### config.mk
export PLATFORM = sky130hd
export DESIGN_NAME = axi_lite_regfile_slave
export DESIGN_NICKNAME = d
export VERILOG_FILES = /design/src/rtl/axi_lite_regfile_slave.sv
export SDC_FILE = /design/constraint.sdc
export NUM_CORES = 1
export LEC_CHECK = 0
export CAP_MARGIN = 20
export CELL_PAD_IN_SITES_DETAIL_PLACEMENT = 0
export CELL_PAD_IN_SITES_GLOBAL_PLACEMENT = 1
export CORE_MARGIN = 5
export CORE_UTILIZATION = 45
export DETAILED_ROUTE_END_ITERATION = 10
export DONT_BUFFER_PORTS = 1
export GPL_ROUTABILITY_DRIVEN = 0
export GPL_TIMING_DRIVEN = 0
export PLACE_DENSITY_LB_ADDON = 0.3
export SLEW_MARGIN = 10
export SYNTH_ARGS = -nofsm -noshare
export SYNTH_HDL_FRONTEND = slang
export SYNTH_SLANG_ARGS = --single-unit
### constraint.sdc
create_clock -name clk -period 7.85 [get_ports clk]
set_input_delay 0.785 -clock clk [delete_from_list [all_inputs] [get_ports clk]]
set_output_delay 0.785 -clock clk [all_outputs]
set_load 0.01 [all_outputs]
### src/rtl/axi_lite_regfile_slave.sv
// AXI4-Lite slave terminating one port onto a bank of byte-writable registers.
// AW and W buffer independently; errors flag read-only or unmapped targets.
module axi_lite_regfile_slave #(
    parameter int                  DATA_WIDTH = 32,
    parameter int                  ADDR_WIDTH = 32,
    parameter int                  NUM_REGS   = 16,
    parameter logic [NUM_REGS-1:0] RO_MASK    = '0
) (
    input  logic                           clk,
    input  logic                           resetn,
    input  logic                           awvalid,
    output logic                           awready,
    input  logic [ADDR_WIDTH-1:0]          awaddr,
    input  logic [2:0]                     awprot,
    input  logic                           wvalid,
    output logic                           wready,
    input  logic [DATA_WIDTH-1:0]          wdata,
    input  logic [DATA_WIDTH/8-1:0]        wstrb,
    output logic                           bvalid,
    input  logic                           bready,
    output logic [1:0]                     bresp,
    input  logic                           arvalid,
    output logic                           arready,
    input  logic [ADDR_WIDTH-1:0]          araddr,
    input  logic [2:0]                     arprot,
    output logic                           rvalid,
    input  logic                           rready,
    output logic [1:0]                     rresp,
    output logic [DATA_WIDTH-1:0]          rdata,
    output logic [NUM_REGS*DATA_WIDTH-1:0] reg_out
);

    localparam int STRB_W = DATA_WIDTH / 8;
    localparam int LSB    = $clog2(STRB_W);
    localparam int IDX_W  = (NUM_REGS > 1) ? $clog2(NUM_REGS) : 1;
    localparam logic [ADDR_WIDTH-1:0] NREGS = ADDR_WIDTH'(NUM_REGS);

    localparam logic [1:0] RESP_OKAY   = 2'b00;
    localparam logic [1:0] RESP_SLVERR = 2'b10;
    localparam logic [1:0] RESP_DECERR = 2'b11;

    logic                           rdy_en_q, rdy_en_d;
    logic                           aw_full_q, aw_full_d;
    logic [ADDR_WIDTH-1:0]          aw_addr_q, aw_addr_d;
    logic                           w_full_q, w_full_d;
    logic [DATA_WIDTH-1:0]          w_data_q, w_data_d;
    logic [STRB_W-1:0]              w_strb_q, w_strb_d;
    logic                           bvalid_q, bvalid_d;
    logic [1:0]                     bresp_q, bresp_d;
    logic                           rvalid_q, rvalid_d;
    logic [1:0]                     rresp_q, rresp_d;
    logic [DATA_WIDTH-1:0]          rdata_q, rdata_d;
    logic [NUM_REGS*DATA_WIDTH-1:0] regs_q, regs_d;

    logic                  aw_hs, w_hs, ar_hs, commit;
    logic [ADDR_WIDTH-1:0] wr_addr, wr_word, rd_word;
    logic [DATA_WIDTH-1:0] wr_data;
    logic [STRB_W-1:0]     wr_strb;
    logic [IDX_W-1:0]      wr_idx, rd_idx;
    logic                  wr_hit, rd_hit;
    logic                  unused_prot;

    assign unused_prot = ^{awprot, arprot};

    assign awready = rdy_en_q & ~aw_full_q & ~bvalid_q;
    assign wready  = rdy_en_q & ~w_full_q & ~bvalid_q;
    assign arready = rdy_en_q & ~rvalid_q;

    assign aw_hs = awvalid & awready;
    assign w_hs  = wvalid & wready;
    assign ar_hs = arvalid & arready;

    // A beat arriving this cycle counts as buffered, so commit can share its edge.
    assign commit = (aw_full_q | aw_hs) & (w_full_q | w_hs) & ~bvalid_q;

    assign wr_addr = aw_full_q ? aw_addr_q : awaddr;
    assign wr_data = w_full_q ? w_data_q : wdata;
    assign wr_strb = w_full_q ? w_strb_q : wstrb;

    assign wr_word = wr_addr >> LSB;
    assign wr_hit  = wr_word < NREGS;
    assign wr_idx  = wr_word[IDX_W-1:0];
    assign rd_word = araddr >> LSB;
    assign rd_hit  = rd_word < NREGS;
    assign rd_idx  = rd_word[IDX_W-1:0];

    always_comb begin
        aw_full_d = aw_full_q;
        aw_addr_d = aw_addr_q;
        w_full_d  = w_full_q;
        w_data_d  = w_data_q;
        w_strb_d  = w_strb_q;
        bvalid_d  = bvalid_q;
        bresp_d   = bresp_q;
        regs_d    = regs_q;
        if (aw_hs) begin
            aw_full_d = 1'b1;
            aw_addr_d = awaddr;
        end
        if (w_hs) begin
            w_full_d = 1'b1;
            w_data_d = wdata;
            w_strb_d = wstrb;
        end
        if (commit) begin
            aw_full_d = 1'b0;
            w_full_d  = 1'b0;
            bvalid_d  = 1'b1;
            if (!wr_hit) begin
                bresp_d = RESP_DECERR;
            end else if (RO_MASK[wr_idx]) begin
                bresp_d = RESP_SLVERR;
            end else begin
                bresp_d = RESP_OKAY;
                for (int b = 0; b < STRB_W; b++) begin
                    if (wr_strb[b]) begin
                        regs_d[int'(wr_idx)*DATA_WIDTH + b*8 +: 8] = wr_data[b*8 +: 8];
                    end
                end
            end
        end else if (bvalid_q && bready) begin
            bvalid_d = 1'b0;
        end
    end

    // Reads sample the pre-edge register image, so a same-edge write is not seen.
    always_comb begin
        rdy_en_d = 1'b1;
        rvalid_d = rvalid_q;
        rresp_d  = rresp_q;
        rdata_d  = rdata_q;
        if (ar_hs) begin
            rvalid_d = 1'b1;
            if (rd_hit) begin
                rdata_d = regs_q[int'(rd_idx)*DATA_WIDTH +: DATA_WIDTH];
                rresp_d = RESP_OKAY;
            end else begin
                rdata_d = '0;
                rresp_d = RESP_DECERR;
            end
        end else if (rvalid_q && rready) begin
            rvalid_d = 1'b0;
        end
    end

    always_ff @(posedge clk or negedge resetn) begin
        if (!resetn) begin
            rdy_en_q  <= 1'b0;
            aw_full_q <= 1'b0;
            aw_addr_q <= '0;
            w_full_q  <= 1'b0;
            w_data_q  <= '0;
            w_strb_q  <= '0;
            bvalid_q  <= 1'b0;
            bresp_q   <= 2'b00;
            rvalid_q  <= 1'b0;
            rresp_q   <= 2'b00;
            rdata_q   <= '0;
            regs_q    <= '0;
        end else begin
            rdy_en_q  <= rdy_en_d;
            aw_full_q <= aw_full_d;
            aw_addr_q <= aw_addr_d;
            w_full_q  <= w_full_d;
            w_data_q  <= w_data_d;
            w_strb_q  <= w_strb_d;
            bvalid_q  <= bvalid_d;
            bresp_q   <= bresp_d;
            rvalid_q  <= rvalid_d;
            rresp_q   <= rresp_d;
            rdata_q   <= rdata_d;
            regs_q    <= regs_d;
        end
    end

    assign bvalid  = bvalid_q;
    assign bresp   = bresp_q;
    assign rvalid  = rvalid_q;
    assign rresp   = rresp_q;
    assign rdata   = rdata_q;
    assign reg_out = regs_q;

endmodule

==> reports/qor.txt, run 1 <==
Initial antenna violation count: 3
Final min period: 6.46 ns
Remaining DRCs: 0
Hold WC Path Type: input port to asynchronous set/reset pin
First-pass GRT wire length: 173000 um
Fin. Hold Viols: 0
Core ar.: 67500 sq um
Num CTS Buffers: 71
Final setup violation count: 0
Clock Tree Buf Depth: 3
Max VDD drop: 0.162 mV
Share of cells above drive strength 1: 0.426
Worst-Skew Late Latency: 0.61 ns
Resized cells post-CTS: 0
Final net count: 2459
DR vias/cell: 6.51
Kind of critical path: register to register
Grt total ovfl: 0
Drt initial violations: 1746
Worst-case clock skew: 0.0265 ns
Crit. End Element: register
Max Slew Vio Count: 0
Post-Syn Instances: 2240
Worst endpoint required time: 8.33 ns
Row cnt: 95
Period utilisation layout: 0.823
HPWL Detailed: 88200 um
Clk pin slew, worst setup/hold paths: 0.06 ns
Postcts setup bufs: 0
Post-synth top area cell: dfrtp_1
Final hold slack: 0.156 ns
First-pass detailed-route iteration total: 7
Die area: 73700 sq um
Initial core utilization: 0.456
Critical Path Fanout Max: 11
Via Count: 21200
Ys Warns: 0
RSZ-0062 raised after global routing: false
Clk root buf: clkbuf_16
Critical Path AT: 6.94 ns
Yosys reg bits: 617
# H-tree levels: 3
Share of the synthesized area in the top cell type: 0.502
Register area share after synthesis: 0.502
Setup_tns: 0 ns
Worst Setup Start Kind: register
Total GRT Usage: 0.327
Outcome: completed
Clk sinks: 617
WL per Instance: 37.8 um
Synth cell types: 46
Final wirelength: 123000 um
Syn_nets: 2361
Critical path's largest stage delay: 1.00 ns
Max-cap violations: 0
Vias in the first global route: 22300
Top Ports: 666
Largest net degree at the start of global routing: 618
IO buf count: 0
Top post-synthesis cells by area: dfrtp_1 50%, mux2_2 22%, mux4_2 12%
Max-slew headroom: 0.187
Power Density: 270 nW/um^2
Critical-path cell list: buf_4, mux2i_1, buf_4, clkbuf_1, clkbuf_1, ha_1, ha_1, clkbuf_1, nand2_1, nor2_1, o2111ai_1, a211oi_2, mux2_2
Die height: 271 um
Crit path top cell by count: clkbuf_1
Slew @ Worst Pin: 1.22 ns
Antenna-violating nets left: 0
Area delta synth->final: 13.0%
Netlist area before placement: 30800 sq um
LEAKAGE: 15.3 nW
Die extent in x: 271 um
Max Fclk: 155 MHz
Slowest-stage cell, CP: a211oi_2
CTS tree: built
Mean Syn Cell Area: 13.7 sq um
[final timing paths]
kind	cells past startpoint	to	slack, ns	from
max	13	reg_out[70]	1.39	aw_full_q
min	1	aw_addr_q[14]	0.16	resetn
max reg2reg	13	reg_out[70]	1.39	aw_full_q
min reg2reg	1	w_data_q[22]	0.50	w_data_q[22]
max in group asynchronous	2	reg_out[500]	6.16	resetn
min in group clk	1	rvalid	0.29	rready
[area by class of cell]
| class | count | area (sq um) |
|---|---|---|
| Fill cell | 5786 | 32800 |
| Sequential cell | 617 | 15400 |
| Multi-Input combinational cell | 1456 | 14600 |
| Clock buffer | 98 | 2110 |
| Tap cell | 873 | 1090 |
| Buffer | 123 | 572 |
| Clock inverter | 26 | 418 |
| Timing Repair Buffer | 25 | 354 |
| Inverter | 44 | 165 |
| Antenna cell | 2 | 5.00 |
[sequential cells by signal (all words and copies together), names as in the netlist]
register / flops
aw_addr_q: 30
aw_full_q: 1
bresp: 1
bvalid: 1
rdata: 32
rdy_en_q: 1
reg_out: 512
rresp: 1
rvalid: 1
w_data_q: 32
w_full_q: 1
w_strb_q: 4
[cell families (layout without fill, tap and decap cells)]
| logic type | count (synthesis) | count (layout) | synth area share |
|---|---|---|---|
| DFF | 617 | 617 | 0.502 |
| buffers and inverters | 167 | 316 | 0.0236 |
| AOI/OAI and AO/OA | 117 | 117 | 0.0501 |
| and+or+nand+nor | 544 | 544 | 0.0757 |
| other | 1 | 3 | 0.000122 |
| adders and majority gates | 8 | 8 | 0.00325 |
| muxes | 786 | 786 | 0.345 |
[cell usage after synthesis (all sizes together)]
master / number
o2111ai: 3
nand2: 115
mux2: 603
nor3b: 1
or4b: 1
nor2: 303
ha: 8
and3: 18
nor2b: 4
mux4: 160
mux2i: 23
dfrtp: 617
inv: 40
or2b: 1
or2: 8
conb: 1
nor4bb: 1
a2111oi: 4
buf: 48
or3b: 1
a21o: 1
clkinv: 4
nand4: 3
o31a: 1
nor4: 24
o32ai: 1
nor4b: 2
a211oi: 60
nand2b: 14
a21boi: 1
or4: 3
nor3: 35
clkbuf: 75
nand4b: 1
and2: 2
o21ai: 39
o211ai: 2
a21oi: 4
o31ai: 1
nand3: 7
[critical path, delay by kind of cell (launching register included)]
family / cells / cell delay, ns
AO/OA/AOI/OAI: 2 / 1.37
multiplexers: 2 / 0.96
AND/OR/NAND/NOR: 2 / 0.70
buffers and inverters: 5 / 2.41
flip-flops: 1 / 0.32
adder cells (fa/ha/maj): 2 / 0.58
[layer usage]
layer / vias to the layer above / track usage / part of all wire
met5: - / 0 / 0
met4: 0 / 0.144 / 0.052
met3: 341 / 0.100 / 0.093
met2: 1252 / 0.537 / 0.48
met1: 11300 / 0.402 / 0.37
li1: 8344 / - / -
[through the flow]
step,setup WS [ns],utilization,cells,cell area [sq um],power (mW)
after global placement,0.825,0.472,3113,31900,5.68
after detailed placement,1.26,0.475,3129,32100,5.76
final,1.39,0.515,3264,34800,9.37
after CTS,1.37,0.512,3253,34600,9.34
after global routing,1.13,0.515,3262,34800,9.72
after floorplan,3.72,-,2240,30800,4.82
[cells in the final DEF, fill, tap and decap left out, types with 7 or more instances in the layout]
cell type and n:
a211oi_4 51, nand2b_1 14, dfrtp_1 617, nand3_1 7
mux4_2 160, ha_1 8, nor2_1 303, mux2_2 603
a211oi_2 9, and3_1 18, buf_1 15, clkbuf_16 72
bufinv_16 10, mux2i_1 23, nor4_1 24, nand2_1 115
inv_1 40, or2_2 8, buf_2 16, buf_4 16
nor3_1 35, clkbuf_1 77, o21ai_0 35, buf_8 7
buf_6 15, clkinv_2 7, clkbuf_8 21
[report_power, final]
part / leakage, nW / internal [mW] / switching (mW) / total [mW]
clock network: 1.24 / 2.21 / 1.37 / 3.58
logic: 5.57 / 0.608 / 1.72 / 2.32
registers: 8.46 / 3.36 / 0.104 / 3.47
No activity file was read; power rests on OpenSTA's default activity.
==> inputs of run 2 (changes only) <==
==> constraint.sdc (replaced) <==
create_clock -name clk -period 6.6 [get_ports clk]
set_input_delay 0.66 -clock clk [delete_from_list [all_inputs] [get_ports clk]]
set_output_delay 0.66 -clock clk [all_outputs]
set_load 0.01 [all_outputs]
==> run 2 against run 1 <==
Net effect: the run now ends with hold timing left; clock-buffer cell count is the same; core utilization about the same; maximum frequency is 11% higher; non-clock buffer count down 1; first-iteration DRC count fell by 0.80%; largest power group unchanged; die area unchanged; hold slack got worse by 0.18 ns; clock skew increased by 0.00085 ns; routed wire length rose by 0.11%; setup slack lost 0.60 ns.
==> reports/qor.txt, run 2 (same netlist as run 1, synthesis figures left out) <==
Fin. Hold Viols: 3 (was 0)
Final non-filler cell total: 3263 (was 3264)
Top Ports: 666 (unchanged)
Placed Area: 32100 sq um (unchanged)
Number of flip-flops in the largest register: 512 (unchanged)
LEAKAGE: 15.3 nW (about the same)
Die height: 271 um (unchanged)
Commonest non-fill, non-tap cells in the layout: 617 x dfrtp_1, 603 x mux2_2, 303 x nor2_1, 160 x mux4_2, 115 x nand2_1 (unchanged)
First-pass GRT wire length: 173000 um (unchanged)
Max Fclk: 172 MHz (was 155 MHz)
Critical Path AT: 6.28 ns (was 6.94 ns)
Postcts setup bufs: 0 (unchanged)
Die extent in x: 271 um (unchanged)
Max Slew Vio Count: 0 (unchanged)
HPWL Detailed: 88200 um (unchanged)
Final Util: 0.515 (about the same)
DR vias/cell: 6.54 (was 6.51)
Die area: 73700 sq um (unchanged)
Clk pin slew, worst setup/hold paths: 0.06 ns (about the same)
Crit. End Element: register (unchanged)
Placed cells: 3129 (unchanged)
Critical Path Fanout Max: 15 (was 11)
Slew @ Worst Pin: 1.21 ns (was 1.22 ns)
Share of cells above drive strength 1: 0.426 (about the same)
Grt total ovfl: 0 (unchanged)
Total GRT Usage: 0.327 (unchanged)
RSZ-0062 raised after global routing: false (unchanged)
Commonest non-fill, non-tap cell in the layout: dfrtp_1 (unchanged)
Worst-case clock skew: 0.0273 ns (was 0.0265 ns)
Via Count: 21300 (was 21200)
Row cnt: 95 (unchanged)
Final Instance Area: 34800 sq um (about the same)
Antenna-violating nets left: 0 (unchanged)
Hold WC Path Type: input port to asynchronous set/reset pin (unchanged)
Power Density: 320 nW/um^2 (was 270 nW/um^2)
IO buf count: 0 (unchanged)
Max VDD drop: 0.194 mV (was 0.162 mV)
Worst endpoint required time: 7.07 ns (was 8.33 ns)
Max-slew headroom: 0.190 (was 0.187)
Worst-Skew Late Latency: 0.61 ns (about the same)
Final net count: 2458 (was 2459)
Area delta synth->final: 13.0% (about the same)
Clk sinks: 617 (unchanged)
Final wirelength: 124000 um (was 123000 um)
Worst Setup Start Kind: register (unchanged)
Num CTS Buffers: 71 (unchanged)
Remaining DRCs: 0 (unchanged)
First-pass detailed-route iteration total: 5 (was 7)
Final setup violation count: 0 (unchanged)
Outcome: complete, but fails checks (was completed)
Worst reg-to-reg setup slack: 0.79 ns (was 1.39 ns)
Period utilisation layout: 0.880 (was 0.823)
Core ar.: 67500 sq um (unchanged)
Violated checks: hold timing
Clk root buf: clkbuf_16 (unchanged)
Final min period: 5.81 ns (was 6.46 ns)
Final Total Pwr: 11.1 mW (was 9.37 mW)
Largest net degree at the start of global routing: 618 (unchanged)
Max-cap violations: 0 (unchanged)
Clock Tree Buf Depth: 3 (unchanged)
CTS tree: built (unchanged)
Initial core utilization: 0.456 (unchanged)
Final hold slack: -0.0200 ns (was 0.156 ns)
Drt initial violations: 1732 (was 1746)
Initial antenna violation count: 3 (unchanged)
# H-tree levels: 3 (unchanged)
Kind of critical path: register to register (unchanged)
WL per Instance: 37.9 um (was 37.8 um)
Vias in the first global route: 22300 (unchanged)
-- run 2: final timing paths --
kind	from	to	cells after the start
worst min register to register	w_data_q[22]	w_data_q[22]	1
worst max-delay path	aw_full_q	reg_out[39]	13
min in group clk	rready	rvalid	1
worst max register to register	aw_full_q	reg_out[39]	13
worst min-delay path	resetn	reg_out[319]	1
max in group asynchronous	resetn	reg_out[500]	2
-- run 2: power breakdown --
| group | switching, mW | internal, mW |
|---|---|---|
| logic | 2.04 | 0.722 |
| clock network | 1.63 | 2.63 |
| registers | 0.124 | 4.00 |
-- run 2: metal layers --
metal,part of all wire,vias to the layer above,GRT usage,routed length (um)
li1,-,8340,-,-
met5,0,-,0,0
met3,0.094,317,0.100,11600
met2,0.49,1276,0.537,60000
met1,0.37,11400,0.402,45800
met4,0.050,0,0.144,6140
-- run 2: layout make-up --
type	instances	area [sq um]
clock buffer	98	2110
inverter	44	165
buffer	122	568
timing repair buffer	25	354
fill	5785	32700
multi-input combinational	1456	14600
antenna	2	5.00
tap	873	1090
clock inverter	26	418
sequential	617	15400
-- run 2: repair_timing --
| action | in CTS | in global routing |
|---|---|---|
| endpoints found under the hold margin | 617 | 137 |
| resized for setup | 0 | 1 |
| setup endpoints to repair | 0 | 10 |
-- run 2: per-stage QoR --
step | setup slack [ns] | TNS [ns] | hold WS (ns)
floorplan | 2.60 | 0 | 0.364
CTS | 0.116 | 0 | -0.254
global route | 0.565 | 0 | 0.0582
global placement | -0.300 | -3.53 | 0.390
detailed placement | 0.133 | 0 | 0.391
finish | 0.789 | 0 | -0.0200
-- run 2: critical path, stage by stage, from the launching register on --
cell       delay [ns]
dfrtp_1          0.32
buf_4            0.18
mux2i_1          0.53
buf_4            0.41
clkbuf_1         0.71
ha_1             0.37
ha_1             0.21
clkbuf_1         0.50
nand2_1          0.48
nor2_1           0.20
o2111ai_1        0.41
a211oi_2         0.74
buf_6            0.25
mux2_2           0.35
